===== src/rtl/sram_march_bist_ctrl.sv =====
// March C- BIST engine for a single-port SRAM macro.
// Walks the six March C- elements with one macro operation per cycle,
// compares read data one cycle after each read and keeps a sticky
// fail flag, the first failing address and a saturating fail count.
module sram_march_bist_ctrl #(
    parameter int                    ADDR_WIDTH = 8,
    parameter int                    DATA_WIDTH = 48,
    parameter int                    DEPTH      = 256,
    parameter logic [DATA_WIDTH-1:0] PATTERN    = '0,
    parameter int                    FCNT_WIDTH = 16
) (
    input  logic                  CLK,
    input  logic                  RST,
    input  logic                  start,
    output logic                  busy,
    output logic                  done,
    output logic                  fail,
    output logic [ADDR_WIDTH-1:0] fail_addr,
    output logic [FCNT_WIDTH-1:0] fail_count,
    output logic                  bist_en,
    output logic                  bist_men,
    output logic                  bist_wen,
    output logic                  bist_ren,
    output logic [ADDR_WIDTH-1:0] bist_addr,
    output logic [DATA_WIDTH-1:0] bist_din,
    output logic [DATA_WIDTH-1:0] bist_bm,
    input  logic [DATA_WIDTH-1:0] bist_dout
);

    typedef enum logic [1:0] {IDLE, RUN, DRAIN, DONE} state_t;

    localparam logic [ADDR_WIDTH-1:0] LAST = ADDR_WIDTH'(DEPTH - 1);

    // elem/ptr/phase always describe the operation currently on the bus
    state_t                  state, state_n;
    logic [2:0]              elem, elem_n;
    logic [ADDR_WIDTH-1:0]   ptr, ptr_n;
    logic                    phase, phase_n;
    logic                    issue, is_rd, two_op, down, launch;

    logic                    pend_q;
    logic [DATA_WIDTH-1:0]   exp_q;
    logic [ADDR_WIDTH-1:0]   cmp_addr_q;
    logic                    mismatch;

    // Next state and next operation; elements 1..4 are read-then-write,
    // elements 3 and 4 walk downward.
    always_comb begin
        state_n = state;
        elem_n  = elem;
        ptr_n   = ptr;
        phase_n = phase;
        issue   = 1'b0;
        launch  = 1'b0;
        two_op  = (elem >= 3'd1) && (elem <= 3'd4);
        down    = (elem == 3'd3) || (elem == 3'd4);
        unique case (state)
            IDLE, DONE: begin
                if (start) begin
                    state_n = RUN;
                    elem_n  = 3'd0;
                    ptr_n   = '0;
                    phase_n = 1'b0;
                    issue   = 1'b1;
                    launch  = 1'b1;
                end
            end
            RUN: begin
                if (elem == 3'd5 && ptr == LAST) begin
                    state_n = DRAIN;
                end else begin
                    issue = 1'b1;
                    if (two_op && !phase) begin
                        phase_n = 1'b1;
                    end else begin
                        phase_n = 1'b0;
                        if (down) begin
                            if (ptr == '0) begin
                                elem_n = elem + 3'd1;
                                ptr_n  = (elem == 3'd3) ? LAST : '0;
                            end else begin
                                ptr_n = ptr - 1'b1;
                            end
                        end else begin
                            if (ptr == LAST) begin
                                elem_n = elem + 3'd1;
                                ptr_n  = (elem == 3'd2) ? LAST : '0;
                            end else begin
                                ptr_n = ptr + 1'b1;
                            end
                        end
                    end
                end
            end
            DRAIN:   state_n = DONE;
            default: state_n = IDLE;
        endcase
        is_rd = (elem_n == 3'd5) || ((elem_n != 3'd0) && !phase_n);
    end

    assign mismatch = pend_q && (bist_dout != exp_q);

    // State and march position registers
    always_ff @(posedge CLK) begin
        if (RST) begin
            state <= IDLE;
            elem  <= 3'd0;
            ptr   <= '0;
            phase <= 1'b0;
        end else begin
            state <= state_n;
            elem  <= elem_n;
            ptr   <= ptr_n;
            phase <= phase_n;
        end
    end

    // Registered status and macro port drive for the next cycle
    always_ff @(posedge CLK) begin
        if (RST) begin
            busy      <= 1'b0;
            done      <= 1'b0;
            bist_en   <= 1'b0;
            bist_men  <= 1'b0;
            bist_wen  <= 1'b0;
            bist_ren  <= 1'b0;
            bist_addr <= '0;
            bist_din  <= '0;
            bist_bm   <= '0;
        end else begin
            busy     <= (state_n == RUN) || (state_n == DRAIN);
            bist_en  <= (state_n == RUN) || (state_n == DRAIN);
            done     <= (state_n == DONE);
            bist_men <= issue;
            bist_wen <= issue && !is_rd;
            bist_ren <= issue && is_rd;
            bist_bm  <= '0;
            if (issue) begin
                bist_addr <= ptr_n;
                if (!is_rd) begin
                    // odd elements write the inverted background
                    bist_din <= elem_n[0] ? ~PATTERN : PATTERN;
                    bist_bm  <= '1;
                end
            end
        end
    end

    // Read compare one cycle after the read, plus result bookkeeping
    always_ff @(posedge CLK) begin
        if (RST) begin
            pend_q     <= 1'b0;
            exp_q      <= '0;
            cmp_addr_q <= '0;
            fail       <= 1'b0;
            fail_addr  <= '0;
            fail_count <= '0;
        end else begin
            pend_q     <= bist_ren;
            // odd elements read the plain background, even ones the inverse
            exp_q      <= elem[0] ? PATTERN : ~PATTERN;
            cmp_addr_q <= bist_addr;
            if (launch) begin
                fail       <= 1'b0;
                fail_addr  <= '0;
                fail_count <= '0;
            end else if (mismatch) begin
                fail <= 1'b1;
                if (!fail) fail_addr <= cmp_addr_q;
                if (fail_count != '1) fail_count <= fail_count + 1'b1;
            end
        end
    end

endmodule


===== config.mk =====
export PLATFORM = sky130hd
export DESIGN_NAME = sram_march_bist_ctrl
export DESIGN_NICKNAME = d
export VERILOG_FILES = /design/src/rtl/sram_march_bist_ctrl.sv
export SDC_FILE = /design/constraint.sdc
export NUM_CORES = 1
export LEC_CHECK = 0
export BUFFER_PORTS_ARGS = -buffer_cell sky130_fd_sc_hd__buf_2
export CAP_MARGIN = 10
export CORE_MARGIN = 5
export CORE_UTILIZATION = 35
export DETAILED_ROUTE_END_ITERATION = 16
export GPL_ROUTABILITY_DRIVEN = 0
export PLACE_DENSITY = 0.66
export SLEW_MARGIN = 10
export SYNTH_ARGS = -nofsm -noshare
export SYNTH_HDL_FRONTEND = slang
export SYNTH_SLANG_ARGS = --single-unit
export TNS_END_PERCENT = 20

===== constraint.sdc =====
create_clock -name CLK -period 2.92 [get_ports CLK]
set_input_delay 0 -clock CLK [delete_from_list [all_inputs] [get_ports CLK]]
set_output_delay 0 -clock CLK [all_outputs]
set_load 0.02 [all_outputs]

== Word-level counts from Yosys, hierarchy flattened ==
Cells that the tools add are included.
Widths: inputs -> output; s select.

* Register bits: 205
* Output and inout port bits: 135

* $add $sub $neg: 4
* Order comparisons: 2
* Equal/unequal tests: 14
* Multiplexer cells: 30
* Bitwise gates (word level): 3
* Reduce and logical (&&, ||, !) cells: 22

{| class="wikitable"
|+ Operators by type and width
! cell !! count
|-
| $mux 48 || 3
|-
| $mux 8 || 8
|-
| $ne 48x48->1 || 1
|-
| $mux 3 || 6
|-
| $add 16x1->16 const B || 1
|-
| $ne 16x16->1 const B || 1
|-
| $pmux 8 s2 || 1
|-
| $eq 3x3->1 const B || 3
|-
| $add 8x1->8 const B || 1
|-
| $eq 2x2->1 const B || 4
|-
| $eq 8x8->1 const B || 1
|-
| $logic_not 8->1 || 1
|-
| $sub 8x1->8 const B || 1
|-
| $logic_and 1x1->1 || 7
|-
| $eq 3x2->1 const B || 2
|-
| $mux 1 || 6
|-
| $pmux 2 s3 || 1
|-
| $pmux 3 s2 || 1
|-
| $reduce_and 2->1 || 3
|-
| $reduce_or 2->1 || 3
|-
| $eq 2x1->1 const B || 2
|-
| $mux 2 || 2
|-
| $pmux 1 s2 || 2
|-
| $add 3x1->3 const B || 1
|-
| other kinds (7) || 13
|}

== Longest topological paths before layout ==
* Word-level depth: 11
* Mapped depth: 10
* Mapped depth without buffers: 9

== Least setup slack after synthesis ==
No wires, ideal clock.

* Kind: register -> register
* From: register ptr[1]
* To: register bist_din[46]
* Setup time: 86 ps
* Arrival: 2279 ps
* Required time: 2834 ps
* Slack: 555 ps
* Stages on the path, launching flop included: 10
* Path buffers: 0
* Cells stage by stage: dfxtp_1 > inv_1 > ha_1 > nor4b_4 > o211ai_1 > and2_1 > or4_1 > a21boi_4 > mux2i_1 > a211oi_1

* Longest elaborated chain between the ends: 11
* Elaborated cells on any way between the ends: 21

{| class="wikitable"
|+ RTL lines
! item !! RTL line !! text
|-
| start, declared || 37 || <nowiki>logic [ADDR_WIDTH-1:0] ptr, ptr_n;</nowiki>
|-
| start signal, assigned || 113 || <nowiki>ptr <= ptr_n;</nowiki>
|-
| $eq 8x8->1 or $logic_not 8->1 (tied branches) || 69, 85, 78 ||
|-
| $mux 3 (on tied branches) || 85, 78 ||
|-
| $mux 3 || 77 || <nowiki>if (down) begin</nowiki>
|-
| $mux 3 || 73 || <nowiki>if (two_op && !phase) begin</nowiki>
|-
| $mux 3 || 69 || <nowiki>if (elem == 3'd5 && ptr == LAST) begin</nowiki>
|-
| $pmux 3 s2 || 57 || <nowiki>unique case (state)</nowiki>
|-
| $reduce_bool 3->1 || 98 || <nowiki>is_rd = (elem_n == 3'd5) || ((elem_n != 3'd0) && !phase_n);</nowiki>
|-
| $logic_and 1x1->1 || 98 ||
|-
| $logic_or 1x1->1 || 98 ||
|-
| $not 1->1 (no source line) || - ||
|-
| $reduce_and 2->1 (no source line) || - ||
|-
| end signal, assigned || 142 || <nowiki>bist_din <= elem_n[0] ? ~PATTERN : PATTERN;</nowiki>
|-
| end, declared || 25 || <nowiki>output logic [DATA_WIDTH-1:0] bist_din,</nowiki>
|}

Parallel ways exist; a longest one is shown, timed or not.
A chain may end at the register's enable or synchronous reset.

== Worst setup path after layout ==
* From: register elem[1]
* To: register bist_din[46]

* Longest elaborated chain between the ends: 11
* Elaborated cells on any way between the ends: 30

{| class="wikitable"
|+ RTL lines
! item !! RTL line !! text
|-
| start, declared || 36 || <nowiki>logic [2:0] elem, elem_n;</nowiki>
|-
| start signal, assigned || 112 || <nowiki>elem <= elem_n;</nowiki>
|-
| $add 3x1->3 (tied with other cells) || 79, 86 ||
|-
| $mux 3 (tied with other cells) || 85 || <nowiki>if (ptr == LAST) begin</nowiki>
|-
| $mux 3 or $logic_and 1x1->1 (tied branches) || 77, 73 ||
|-
| $mux 3 or $mux 1 (tied branches) || 73 ||
|-
| $mux 3 or $mux 1 (tied branches) || 69 ||
|-
| $pmux 3 s2 or $pmux 1 s2 (tied branches) || 57 ||
|-
| $reduce_bool 3->1 or $logic_not 1->1 (tied branches) || 98 ||
|-
| $logic_and 1x1->1 || 98 ||
|-
| $logic_or 1x1->1 || 98 ||
|-
| $not 1->1 (no source line) || - ||
|-
| $reduce_and 2->1 (no source line) || - ||
|}

Parallel ways exist; a longest one is shown, timed or not.

==> out/qor.log <==
[clock_network] post-cts hold buffer count 0
[logic_synthesis] average footprint of a synthesized cell 8.08 µm²
[drt] number of remaining DRC errors 0
[setup_path] ordered cell list for the critical path inv_1 > ha_1 > nor4_1 > a211oi_1 > a211oi_2 > mux2i_1 > nand3_1 > mux2i_1 > a211oi_1
[floorplanning] chip height 120 µm
[setup_path] CP Data Arrival Time 2.85 ns
[drt] average wire length per cell after detail routing 14.2 µm
[clock_network] Clk Tree Root Cell clkbuf_16
[power_and_ir_drop] Net Switching 747 µW
[sta] number of endpoints failing setup at the final stage 0
[power_and_ir_drop] leakage dissipation 2.38 nW
[setup_path] combined buffer and inverter count along the critical path 1
[placement] cell area after placement 4600 µm²
[power_and_ir_drop] power share of the combinational group 20.4%
[logic_synthesis] xor and xnor fraction of the mapped netlist area 2.05%
[global_routing] gr ovfl total 0
[layout] final design area excluding fillers 4900 µm²
[logic_synthesis] part of the Yosys area used for sequential elements 30.0%
[power_and_ir_drop] Int Pwr 1.77 mW
[layout] area added between synthesis and finish 14.8%
[clock_network] TritonCTS buffer count 9
[clock_network] Post-CTS Repair Setup Buffers 0
[drt] post-detailed-route count of antenna-violating nets 0
[global_routing] Overall Global Routing Usage 14.2%
[logic_synthesis] fraction of synthesized cell area taken by the top area cell type 30.0%
[min_path] kind of path behind the tightest hold check in -> reg
[setup_path] Worst Setup Path Type reg -> reg
[logic_synthesis] multiplexer share of the synthesized area 3.05%
[layout] final antenna diode count 0
[clock_network] CTS tree built
[sta] Worst-Margin Slew 0.951 ns
[global_routing] number of antenna violations at the first check in global routing 1
[sta] Final Skew 0.00694 ns
[logic_synthesis] syn nets 589
[layout] fin cells 766
[job] number of max-cap violations 0
[logic_synthesis] top post-synthesis cells by area dfxtp_1, buf_4, nor2_1
[logic_synthesis] number of enable flip-flop cells after synthesis 0
[floorplanning] FP Rows 40
[drt] Via Count 3,991
[setup_path] Critical Path Fanout Max 9
[setup_path] sort of element at the end of the critical path register
[setup_path] data required time of the critical path 3.09 ns
[setup_path] kind of start point of the critical path register
[sta] worst-case hold slack 0.188 ns
[clock_network] quantity of gates resized following cts 0
[drt] count of routing violations after the opening detailed-route iteration 222
[power_and_ir_drop] net switching fraction of the power 29.7%
[floorplanning] initial standard-cell utilization of the core 35.7%
[placement] Place WS 0.304 ns
[sta] unrepaired setup endpoints after global routing false
[logic_synthesis] Post-Synth Simple-Gate Area 26.3%
[setup_path] cell class contributing the biggest share of worst-path delay multiplexers
[drt] drt first pass iters 5
[floorplanning] total core area 12,000 µm²
[logic_synthesis] async set-reset flop share out of synthesis 0%
[logic_synthesis] warnings from Yosys 0
[logic_synthesis] dominant combinational cell family by area after synthesis simple AND/OR/NAND/NOR gates
[drt] Avg Vias per Cell 5.21
[power_and_ir_drop] fraction of power consumed by the clock network 41.6%
[sta] highest clock frequency the design can meet 372 MHz
[placement] Cell Count Post-Placement 750
[logic_synthesis] flip-flop and latch count after synthesis 64
[logic_synthesis] post-synthesis share of cell area spent on full adders, half adders and majority gates 2.93%
[layout] area of the multi-input gates 2120 µm²
[power_and_ir_drop] highest ir drop seen on vdd 0.387 mV
[setup_path] max incr delay on CP 0.49 ns
[power_and_ir_drop] cell area power density 514 nW/µm²
[global_routing] maximum number of pins on one net before global-route repair 51
[sta] final-report max-slew violation count 0
[logic_synthesis] synthesized cell area 4270 µm²
[placement] number of buffers added on ports 185
[logic_synthesis] number of cells produced by synthesis 528
[logic_synthesis] number of distinct library cell variants in the gate-level netlist after synthesis 66
[layout] Sequential Area 1280 µm²
[sta] setup TNS after final layout 0 ns
[sta] Hold Fails Final Rpt 0
[power_and_ir_drop] part of the power in registers 38.0%
[global_routing] wire length of the first global-routing pass 17,300 µm
[sta] max_slew headroom 36.5%
[logic_synthesis] largest area contributor in the synthesized netlist dfxtp_1
[sta] crit path setup slack, layout 0.235 ns
[floorplanning] Top Ports 186
[layout] fraction of final layout cells with drive strength greater than 1 36.0%
[clock_network] Clock Path Buffers 2
[global_routing] vias in the first global route 3,645
[power_and_ir_drop] power after layout 2.52 mW
[logic_synthesis] complex-gate fraction of the synthesized area 15.2%
[logic_synthesis] most common flop cell mapped by yosys dfxtp_1
[clock_network] Clk pin slew, worst setup/hold paths 0.06 ns
[floorplanning] Die Span X 120 µm
[sta] final period utilization 92.0%
[sta] minimum period implied by the final worst setup slack 2.69 ns
[clock_network] clock sink count 64
[outcome] status finished, final reports clean
[layout] fillers 1,176
[clock_network] worst skew pair latency 0.32 ns
[setup_path] slowest library cell on the worst path dfxtp_1
[clock_network] level count of the clock H-tree 3
[layout] Final Util 40.9%
[layout] final net count 675
[floorplanning] Die Outline Area 14,500 µm²
[drt] total detailed-routing wirelength 10,900 µm
[placement] estimated wirelength of the detail-placed design 8480 µm
cell usage in the layout (no fill, tap or decap), drive strengths merged, types with 5 or more instances in the layout:
master / count
a211oi: 15
a21oi: 24
a31oi: 5
buf: 189
clkbuf: 11
dfxtp: 64
ha: 10
inv: 16
mux2i: 13
nand2: 31
nand2b: 7
nand3: 17
nand4: 11
nor2: 60
nor2b: 18
nor3: 22
nor4: 10
o21ai: 13
or3: 6
or4: 5
xnor2: 10
metal layers:
metal	vias up	wire (µm)	GRT usage, %
met2	221	4860	23.8
met4	2	141	4.11
met5	-	9	0
met1	1808	4820	18.1
met3	18	1080	3.27
li1	1942	-	-
cell type report:
cell class,count,share of cell area [%]
timing repair buffer,189,19.5
inverter,16,1.23
clock buffer,11,4.96
multi-input combinational,334,43.2
clock inverter,5,1.15
sequential,64,26.2
tap,147,3.76
cell usage after synthesis (all sizes together) (2+ instances only):
master  number
buf        102
dfxtp       64
nor2        60
nand2       31
a21oi       24
nor3        22
nor2b       18
nand3       17
inv         16
a211oi      15
mux2i       13
o21ai       13
clkbuf      12
nand4       11
ha          10
nor4        10
xnor2       10
nand2b       7
or3          6
a31oi        5
or4          5
and3         4
nor4b        4
o211ai       4
or2          4
a22oi        3
and2         3
nor3b        3
a21boi       2
a21o         2
a311oi       2
a31o         2
and4         2
o221a        2
o22ai        2
o41ai        2
worst reg2reg max path: stages (launching register included):
cell and delay [ns]:
dfxtp_1 0.49, inv_1 0.08, ha_1 0.21, nor4_1 0.39, a211oi_1 0.17, a211oi_2 0.34
mux2i_1 0.42, nand3_1 0.14, mux2i_1 0.20, a211oi_1 0.10
path summary, 6_finish.rpt:
check	slack, ns	cells after the start	start	end
hold / removal	0.19	2	RST	exp_q[46]$_SDFF_PP0_
setup / recovery	0.23	9	elem[1]$_SDFF_PP0_	bist_din[46]$_SDFFE_PP0P_
hold reg to reg	0.47	2	cmp_addr_q[1]$_SDFF_PP0_	fail_addr[1]$_SDFFE_PP0P_
setup reg to reg	0.23	9	elem[1]$_SDFF_PP0_	bist_din[46]$_SDFFE_PP0P_
sequential cells by signal (all words and copies together), names as in the netlist:
register,cells
bist_addr,8
bist_bm,1
bist_din,1
bist_en,1
bist_men,1
bist_ren,1
bist_wen,1
cmp_addr_q,8
done,1
elem,3
exp_q,1
fail,1
fail_addr,8
fail_count,16
pend_q,1
phase,1
ptr,8
state,2
kinds of logic after synthesis:
logic type               after synthesis
buffers and inverters                130
AO/OA/AOI/OAI                         90
adder cells (fa/ha/maj)               10
multiplexers                          13
flip-flops                            64
XOR/XNOR                              10
AND/OR/NAND/NOR                      211
power groups by stage:
stage	combinational, mW	clock, mW	sequential [mW]
global placement	0.510	0	0.976
detailed placement	0.512	0	0.977
floorplan	0.414	0	0.999
finish	0.514	1.05	0.958
CTS	0.515	1.07	0.959
global route	0.557	1.11	0.966
(Power assumes the default switching activity.)
